<file path="config.mk">
export PLATFORM = sky130hd
export DESIGN_NAME = bank_queue_dispatcher
export DESIGN_NICKNAME = d
export VERILOG_FILES = /design/src/rtl/bank_queue_dispatcher.sv
export SDC_FILE = /design/constraint.sdc
export NUM_CORES = 1
export LEC_CHECK = 0
export ABC_AREA = 1
export CAP_MARGIN = 20
export CORE_MARGIN = 3
export CORE_UTILIZATION = 30
export DETAILED_ROUTE_END_ITERATION = 16
export SETUP_SLACK_MARGIN = 0.02
export SLEW_MARGIN = 20
export SYNTH_ARGS = -nofsm -noshare
export SYNTH_HDL_FRONTEND = slang
export SYNTH_SLANG_ARGS = --single-unit
</file>
<file path="constraint.sdc">
create_clock -name clk -period 2.4 [get_ports clk]
set_input_delay 0.48 -clock clk [delete_from_list [all_inputs] [get_ports clk]]
set_output_delay 0.48 -clock clk [all_outputs]
set_load 0.005 [all_outputs]
</file>
<file path="src/rtl/bank_queue_dispatcher.sv">
// Lobby queue controller: counts waiting customers, issues tickets and calls them round-robin to tellers.
// Optional macro BANK_QUEUE_ARRIVE_EDGE_EN turns arrive into a registered rising-edge detected pulse.
module bank_queue_dispatcher #(
    parameter int CNT_W     = 4,
    parameter int MAX_COUNT = 15,
    parameter int N_TELLERS = 3,
    parameter int TICKET_W  = 8
) (
    input  logic                 clk,
    input  logic                 reset,
    input  logic                 arrive,
    input  logic [N_TELLERS-1:0] teller_req,
    output logic [CNT_W-1:0]     pcount,
    output logic                 full,
    output logic                 empty,
    output logic                 issue_valid,
    output logic [TICKET_W-1:0]  issue_ticket,
    output logic                 call_valid,
    output logic [2:0]           call_teller,
    output logic [TICKET_W-1:0]  call_ticket,
    output logic                 overflow,
    output logic                 underflow
);

    logic [CNT_W-1:0]    r_pcount;
    logic                r_full;
    logic                r_empty;
    logic                r_issue_valid;
    logic [TICKET_W-1:0] r_issue_ticket;
    logic                r_call_valid;
    logic [2:0]          r_call_teller;
    logic [TICKET_W-1:0] r_call_ticket;
    logic                r_overflow;
    logic                r_underflow;
    logic [TICKET_W-1:0] r_next_ticket;
    logic [TICKET_W-1:0] r_serve_ticket;
    logic [2:0]          r_rr_ptr;

    logic                w_arrive;
    logic                w_grant;
    logic [2:0]          w_winner;
    logic                w_accept;
    logic [CNT_W-1:0]    w_pcount_next;

`ifdef BANK_QUEUE_ARRIVE_EDGE_EN
    logic r_arrive_prev;
    logic r_arrive_pulse;

    // Registered edge pulse; prev resets to 0 so a level held through reset still counts once
    always_ff @(posedge clk or posedge reset) begin
        if (reset) begin
            r_arrive_prev  <= 1'b0;
            r_arrive_pulse <= 1'b0;
        end else begin
            r_arrive_prev  <= arrive;
            r_arrive_pulse <= arrive & ~r_arrive_prev;
        end
    end

    assign w_arrive = r_arrive_pulse;
`else
    assign w_arrive = arrive;
`endif

    // Round-robin: first pass covers rr_ptr..N-1, second pass wraps to the lowest requester
    always_comb begin
        w_grant  = 1'b0;
        w_winner = 3'd0;
        if (r_pcount != '0) begin
            for (int i = 0; i < N_TELLERS; i++) begin
                if (!w_grant && (i >= int'(r_rr_ptr)) && teller_req[i]) begin
                    w_grant  = 1'b1;
                    w_winner = 3'(i);
                end
            end
            for (int i = 0; i < N_TELLERS; i++) begin
                if (!w_grant && teller_req[i]) begin
                    w_grant  = 1'b1;
                    w_winner = 3'(i);
                end
            end
        end
    end

    // A grant in the same cycle frees a slot, so a full queue can still take an arrival
    assign w_accept = w_arrive && ((r_pcount < CNT_W'(MAX_COUNT)) || w_grant);

    always_comb begin
        w_pcount_next = r_pcount;
        if (w_accept && !w_grant) begin
            w_pcount_next = r_pcount + 1'b1;
        end else if (!w_accept && w_grant) begin
            w_pcount_next = r_pcount - 1'b1;
        end
    end

    always_ff @(posedge clk or posedge reset) begin
        if (reset) begin
            r_pcount       <= '0;
            r_full         <= 1'b0;
            r_empty        <= 1'b1;
            r_issue_valid  <= 1'b0;
            r_issue_ticket <= '0;
            r_call_valid   <= 1'b0;
            r_call_teller  <= 3'd0;
            r_call_ticket  <= '0;
            r_overflow     <= 1'b0;
            r_underflow    <= 1'b0;
            r_next_ticket  <= '0;
            r_serve_ticket <= '0;
            r_rr_ptr       <= 3'd0;
        end else begin
            r_pcount      <= w_pcount_next;
            r_full        <= (w_pcount_next == CNT_W'(MAX_COUNT));
            r_empty       <= (w_pcount_next == '0);
            r_issue_valid <= w_accept;
            r_call_valid  <= w_grant;
            r_overflow    <= w_arrive && !w_accept;
            r_underflow   <= (|teller_req) && (r_pcount == '0);
            if (w_accept) begin
                r_issue_ticket <= r_next_ticket;
                r_next_ticket  <= r_next_ticket + 1'b1;
            end
            if (w_grant) begin
                r_call_teller  <= w_winner;
                r_call_ticket  <= r_serve_ticket;
                r_serve_ticket <= r_serve_ticket + 1'b1;
                r_rr_ptr       <= (w_winner == 3'(N_TELLERS - 1)) ? 3'd0 : w_winner + 3'd1;
            end
        end
    end

    assign pcount       = r_pcount;
    assign full         = r_full;
    assign empty        = r_empty;
    assign issue_valid  = r_issue_valid;
    assign issue_ticket = r_issue_ticket;
    assign call_valid   = r_call_valid;
    assign call_teller  = r_call_teller;
    assign call_ticket  = r_call_ticket;
    assign overflow     = r_overflow;
    assign underflow    = r_underflow;

endmodule

</file>
==> flow_summary_export.csv, run 1 <==
group,metric,value,unit
global_routing,grt_start_max_net_pins,27,
die,fp.dieW,91.75,microns
flow_run,maxCapViolCount,0,
layout,syn2layout_area_growth,25.81,%
layout,n_antenna_cell,0,
timing,skew,0.008169,ns
detailed_routing,wire_per_inst,11.08,microns
placement,port_buffers,33,
setup_path,path_max_fanout,16,
layout,drive_gt1_frac,0.09310,
timing,period_share,0.8058,
detailed_routing,ant_nets,0,
logic_synthesis,synth.most_common_cell,"nand2_1",
power_and_ir_drop,power_density,1257,nW/um^2
detailed_routing,vias,1663,
logic_synthesis,synth_edf_count,0,
layout,postLayoutCellArea,2775,sq um
logic_synthesis,ys_ff_latch,47,
logic_synthesis,syn_nets,262,
layout,fin_util,0.3996,
setup_path,worst-setup-path-type,"reg -> reg",
setup_path,crit_path_end_kind,"register",
setup_path,start_kind,"register",
placement,dpl_cell_area,2639,sq um
detailed_routing,via_per_inst,4.308,
logic_synthesis,synthFlopType,"dfrtp_1",
timing,finalSetupViolCount,0,
die,start_util,0.3177,
placement,hpwlAfterDp,3094,microns
layout,n_fill_cell,697,
logic_synthesis,post_synth_xor_area_fraction,0.06353,
layout,final_cells,386,
logic_synthesis,postSynthCellCount,252,
layout,nets,299,
cts,postCtsSetupRepairBufs,0,
global_routing,track_usage,0.1108,
die,dieArea,8418,sq um
cts,cts_buffers,5,
global_routing,grt_pass1_wl,7493,microns
die,die_h,91.75,microns
run_status,outcome,"finished, final reports clean",
detailed_routing,drc_errors,0,
global_routing,grt_pass1_vias,1599,
cts,holdBufCountCts,0,
detailed_routing,wl,4278,microns
cts,cts_resized,0,
logic_synthesis,syn_area_per_cell,8.753,sq um
logic_synthesis,synth_top_family_by_area,"simple AND/OR/NAND/NOR gates",
logic_synthesis,synthSimpleGateAreaFrac,0.2609,
timing,final_hold_viol_count,0,
global_routing,antenna_found_initial,0,
cts,clk_path_buf_depth,2,
placement,dp.cells,378,
logic_synthesis,synth_area_leader_cell,"dfrtp_1",
logic_synthesis,synthMuxAreaShare,0,
timing,slew_viol_final,0,
logic_synthesis,synth_fa_ha_area_frac,0.02269,
setup_path,crit_arrival,2.12,ns
logic_synthesis,synth-compound-area-share,0.04481,
setup_path,worstPathRequired,2.59,ns
cts,root_buffer,"clkbuf_8",
power_and_ir_drop,power,0.003488,W
cts,cts_tree,"done",
logic_synthesis,syn_area,2206,sq um
placement,gp_congestion,0.8062,
timing,finalWorstPathRequiredPeriod,1.934,ns
global_routing,overflow,0,
timing,fin_setup_tns,0,ns
logic_synthesis,synthTopCellsByArea,"dfrtp_1 52%, nand2_1 15%, xor2_1 5.6%, inv_1 3.6%, nand3_1 2.9%",
detailed_routing,drtIter0Drc,77,
cts,clkSlewWorstSetupHoldPaths,0.08,ns
die,num_rows,30,
logic_synthesis,synthArstFlopShare,1.000,
cts,h-tree-depth,2,
die,pin_count,35,
logic_synthesis,synth_cell_types,30,
power_and_ir_drop,p_leak,1.331,nW
power_and_ir_drop,max-vdd-ir-drop,0.5333,mV
cts,cts_num_sinks,47,
min_path,hp-class,"reg -> reg",
cts,clkLatencyLatePin,0.30,ns
die,core_area,6944,sq um
logic_synthesis,ys.warnings.count,0,
logic_synthesis,synth_common_cells,"88 x nand2_1, 46 x dfrtp_1, 21 x inv_1, 14 x xor2_1",
detailed_routing,firstDrtPassIters,4,
logic_synthesis,seq_area_frac_synth,0.5337,
logic_synthesis,synth_top_area_frac,0.5218,
timing,fmax,0.5171,GHz
timing,rsz0062_at_grt,"false",
state kept, by name, summed over array words and instances, names as in the netlist, 2 cells and up:
register and flops:
call_teller 2, issue_ticket 8, r_next_ticket 8, pcount 4
r_rr_ptr 3, call_ticket 8, r_serve_ticket 8
per-stage QoR:
stage	hold WS (ns)	setup WS (ns)
after floorplan	0.4653	0.7084
after global placement	0.4684	0.2679
after detailed placement	0.4641	0.2209
after CTS	0.4940	0.4430
after global routing	0.5125	0.2787
final	0.4861	0.4662
cell type report:
| type | count | area (sq um) | share of cell area |
|---|---|---|---|
| timing repair buffer | 37 | 372.9 | 0.1344 |
| tap | 96 | 120.1 | 0.04328 |
| inverter | 26 | 100.1 | 0.03607 |
| multi-input combinational | 172 | 868.3 | 0.3129 |
| sequential | 47 | 1177 | 0.4243 |
| clock buffer | 5 | 68.82 | 0.02480 |
| clock inverter | 3 | 67.56 | 0.02435 |
final timing paths:
check,from,to,slack (ns),depth (start not counted)
max,pcount[0],r_serve_ticket[7],0.47,8
min,call_ticket[5],call_ticket[5],0.49,2
max reg2reg,pcount[0],r_serve_ticket[7],0.47,8
min reg2reg,call_ticket[5],call_ticket[5],0.49,2
max in group asynchronous,reset,call_teller[1],1.38,3
min in group asynchronous,reset,pcount[1],0.52,2
per-layer routing:
metal,share of wire,GRT usage,up-vias
li1,-,-,855
met1,0.51,0.1605,759
met2,0.42,0.1589,43
met3,0.043,0.02543,6
met4,0.019,0.04455,0
met5,0,0,-
where the power goes:
part | internal (W) | switching [W]
clock network | 0.000415 | 0.000271
logic | 0.000688 | 0.000727
registers | 0.00113 | 0.000257
cell families (layout without fill, tap and decap cells):
group | Yosys count | count (layout)
simple gates | 132 | 132
flops | 47 | 47
buf+inv | 33 | 71
compound gates | 19 | 19
xor+xnor | 16 | 16
fa+ha+maj | 4 | 4
other cells | 1 | 1
worst max-delay path, stage by stage (launching register included):
cell and delay, ns:
dfrtp_1 0.44, inv_1 0.15, ha_1 0.27, nand3_4 0.14
nand2_4 0.07, buf_4 0.19, nor3_1 0.26, nand3_1 0.13
xor2_1 0.16
placed cells by master (no fill, tap or decap), drive strengths merged:
master,n
conb,1
or2,2
a21oi,2
clkinvlp,1
xor2,14
dfstp,1
dfrtp,46
a31oi,1
o21bai,1
clkdlybuf4s50,33
nor3,5
nand4,4
inv,26
ha,4
nor2,16
buf,4
nand2,90
bufinv,2
xnor2,2
o21ai,15
clkbuf,5
nand3,15
(Power assumes the default switching activity.)
==> run 2: changes to the inputs <==
Clock period 2.4 ns to 2 ns, I/O delays scaled along.
==> flow_summary_export.csv, run 2 (synthesized netlist as in run 1, its figures left out) <==
group,metric,value,unit
run_status,outcome,"finished, final reports clean",
layout,final_cell_mix,"88 x nand2_1, 46 x dfrtp_1, 33 x clkdlybuf4s50_1",
layout,n_antenna_cell,0,
timing,skew,0.01082,ns
detailed_routing,vias,1702,
cts,postCtsSetupRepairBufs,0,
cts,cts_resized,0,
timing,slew_viol_final,0,
timing,period_share,0.9093,
power_and_ir_drop,power_density,1476,nW/um^2
timing,fmax,0.5499,GHz
detailed_routing,drc_errors,0,
global_routing,track_usage,0.1170,
die,pin_count,35,
setup_path,path_max_fanout,8,
timing,final_hold_viol_count,0,
setup_path,start_kind,"register",
cts,clkSlewWorstSetupHoldPaths,0.10,ns
placement,dp.cells,386,
layout,drive_gt1_frac,0.1174,
cts,root_buffer,"clkbuf_8",
placement,pre_cts_slack,0.04668,ns
min_path,hp-class,"in -> async",
detailed_routing,via_per_inst,4.320,
setup_path,cp_slowest_cell,"clkdlybuf4s50_1",
power_and_ir_drop,p_leak,1.359,nW
cts,clkLatencyLatePin,0.31,ns
timing,finalWorstPathRequiredPeriod,1.819,ns
setup_path,path_cells,"clkdlybuf4s50_1",
die,start_util,0.3177,
layout,fin_util,0.4052,
layout,nets,307,
setup_path,cp_slowest_stage_delay,0.57,ns
layout,final_common_cell,"nand2_1",
global_routing,grt_start_max_net_pins,26,
detailed_routing,firstDrtPassIters,4,
cts,cts_tree,"done",
cts,clk_path_buf_depth,2,
die,num_rows,30,
detailed_routing,wl,4425,microns
power_and_ir_drop,max-vdd-ir-drop,0.5069,mV
die,core_area,6944,sq um
global_routing,grt_pass1_vias,1672,
timing,finalSetupViolCount,0,
setup_path,cp_top_family,"buffers and inverters",
layout,syn2layout_area_growth,27.57,%
detailed_routing,wire_per_inst,11.23,microns
setup_path,crit_arrival,1.42,ns
die,fp.dieW,91.75,microns
setup_path,cp_num_buf_inv,1,
global_routing,antenna_found_initial,0,
detailed_routing,drtIter0Drc,62,
timing,rsz0062_at_grt,"false",
setup_path,crit_path_end_kind,"output port",
timing,finalWorstSetupSlack,0.1814,ns
cts,cts_num_sinks,47,
placement,hpwlAfterDp,3264,microns
timing,fin_setup_tns,0,ns
placement,gp_congestion,0.8699,
die,dieArea,8418,sq um
cts,holdBufCountCts,0,
die,die_h,91.75,microns
layout,final_cells,394,
cts,cts_buffers,5,
detailed_routing,ant_nets,0,
placement,port_buffers,33,
global_routing,overflow,0,
flow_run,maxCapViolCount,0,
global_routing,grt_pass1_wl,7928,microns
setup_path,worstPathRequired,1.60,ns
setup_path,worst-setup-path-type,"reg -> out",
cts,h-tree-depth,2,
## run 2: per-stage QoR
stage	total power (W)	instance area (sq um)	hold slack [ns]
3_5_place_dp	0.003464	2699	0.4655
6_report	0.004155	2814	0.3866
3_3_place_gp	0.003444	2699	0.4735
5_1_grt	0.004544	2814	0.4141
2_1_floorplan	0.002692	2206	0.4653
4_1_cts	0.004209	2814	0.4008
## run 2: layout make-up
type                       count  area, sq um
clock buffer                   5        68.82
sequential                    47         1177
fill                         703         4130
timing repair buffer          45        432.9
inverter                      26        100.1
tap                           96        120.1
clock inverter                 3        46.29
multi-input combinational    172        868.3
## run 2: layer usage
metal	up-vias	wire, microns	part of all wire	global-route usage
li1	874	-	-	-
met1	779	2248	0.51	0.1622
met2	42	1887	0.43	0.1777
met3	7	211	0.048	0.02871
met4	0	78	0.018	0.04208
met5	-	0	0	0
## run 2: path summary, 6_finish.rpt
| kind | from | endpoint | slack (ns) | cells after the start |
|---|---|---|---|---|
| setup / recovery | pcount[2] | pcount[2] | 0.18 | 1 |
| hold / removal | reset | r_rr_ptr[2] | 0.39 | 2 |
| setup reg to reg | pcount[1] | empty | 0.26 | 9 |
| hold reg to reg | issue_ticket[4] | issue_ticket[4] | 0.49 | 2 |
| max in group asynchronous | reset | empty | 1.08 | 3 |
| min in group clk | issue_ticket[4] | issue_ticket[4] | 0.49 | 2 |
## run 2: power breakdown
part	internal [W]	switching, W	total, W
clock	0.000377	0.000350	0.000727
combinational	0.000867	0.000904	0.00177
sequential	0.00136	0.000301	0.00166
total	0.00260	0.00156	0.00415
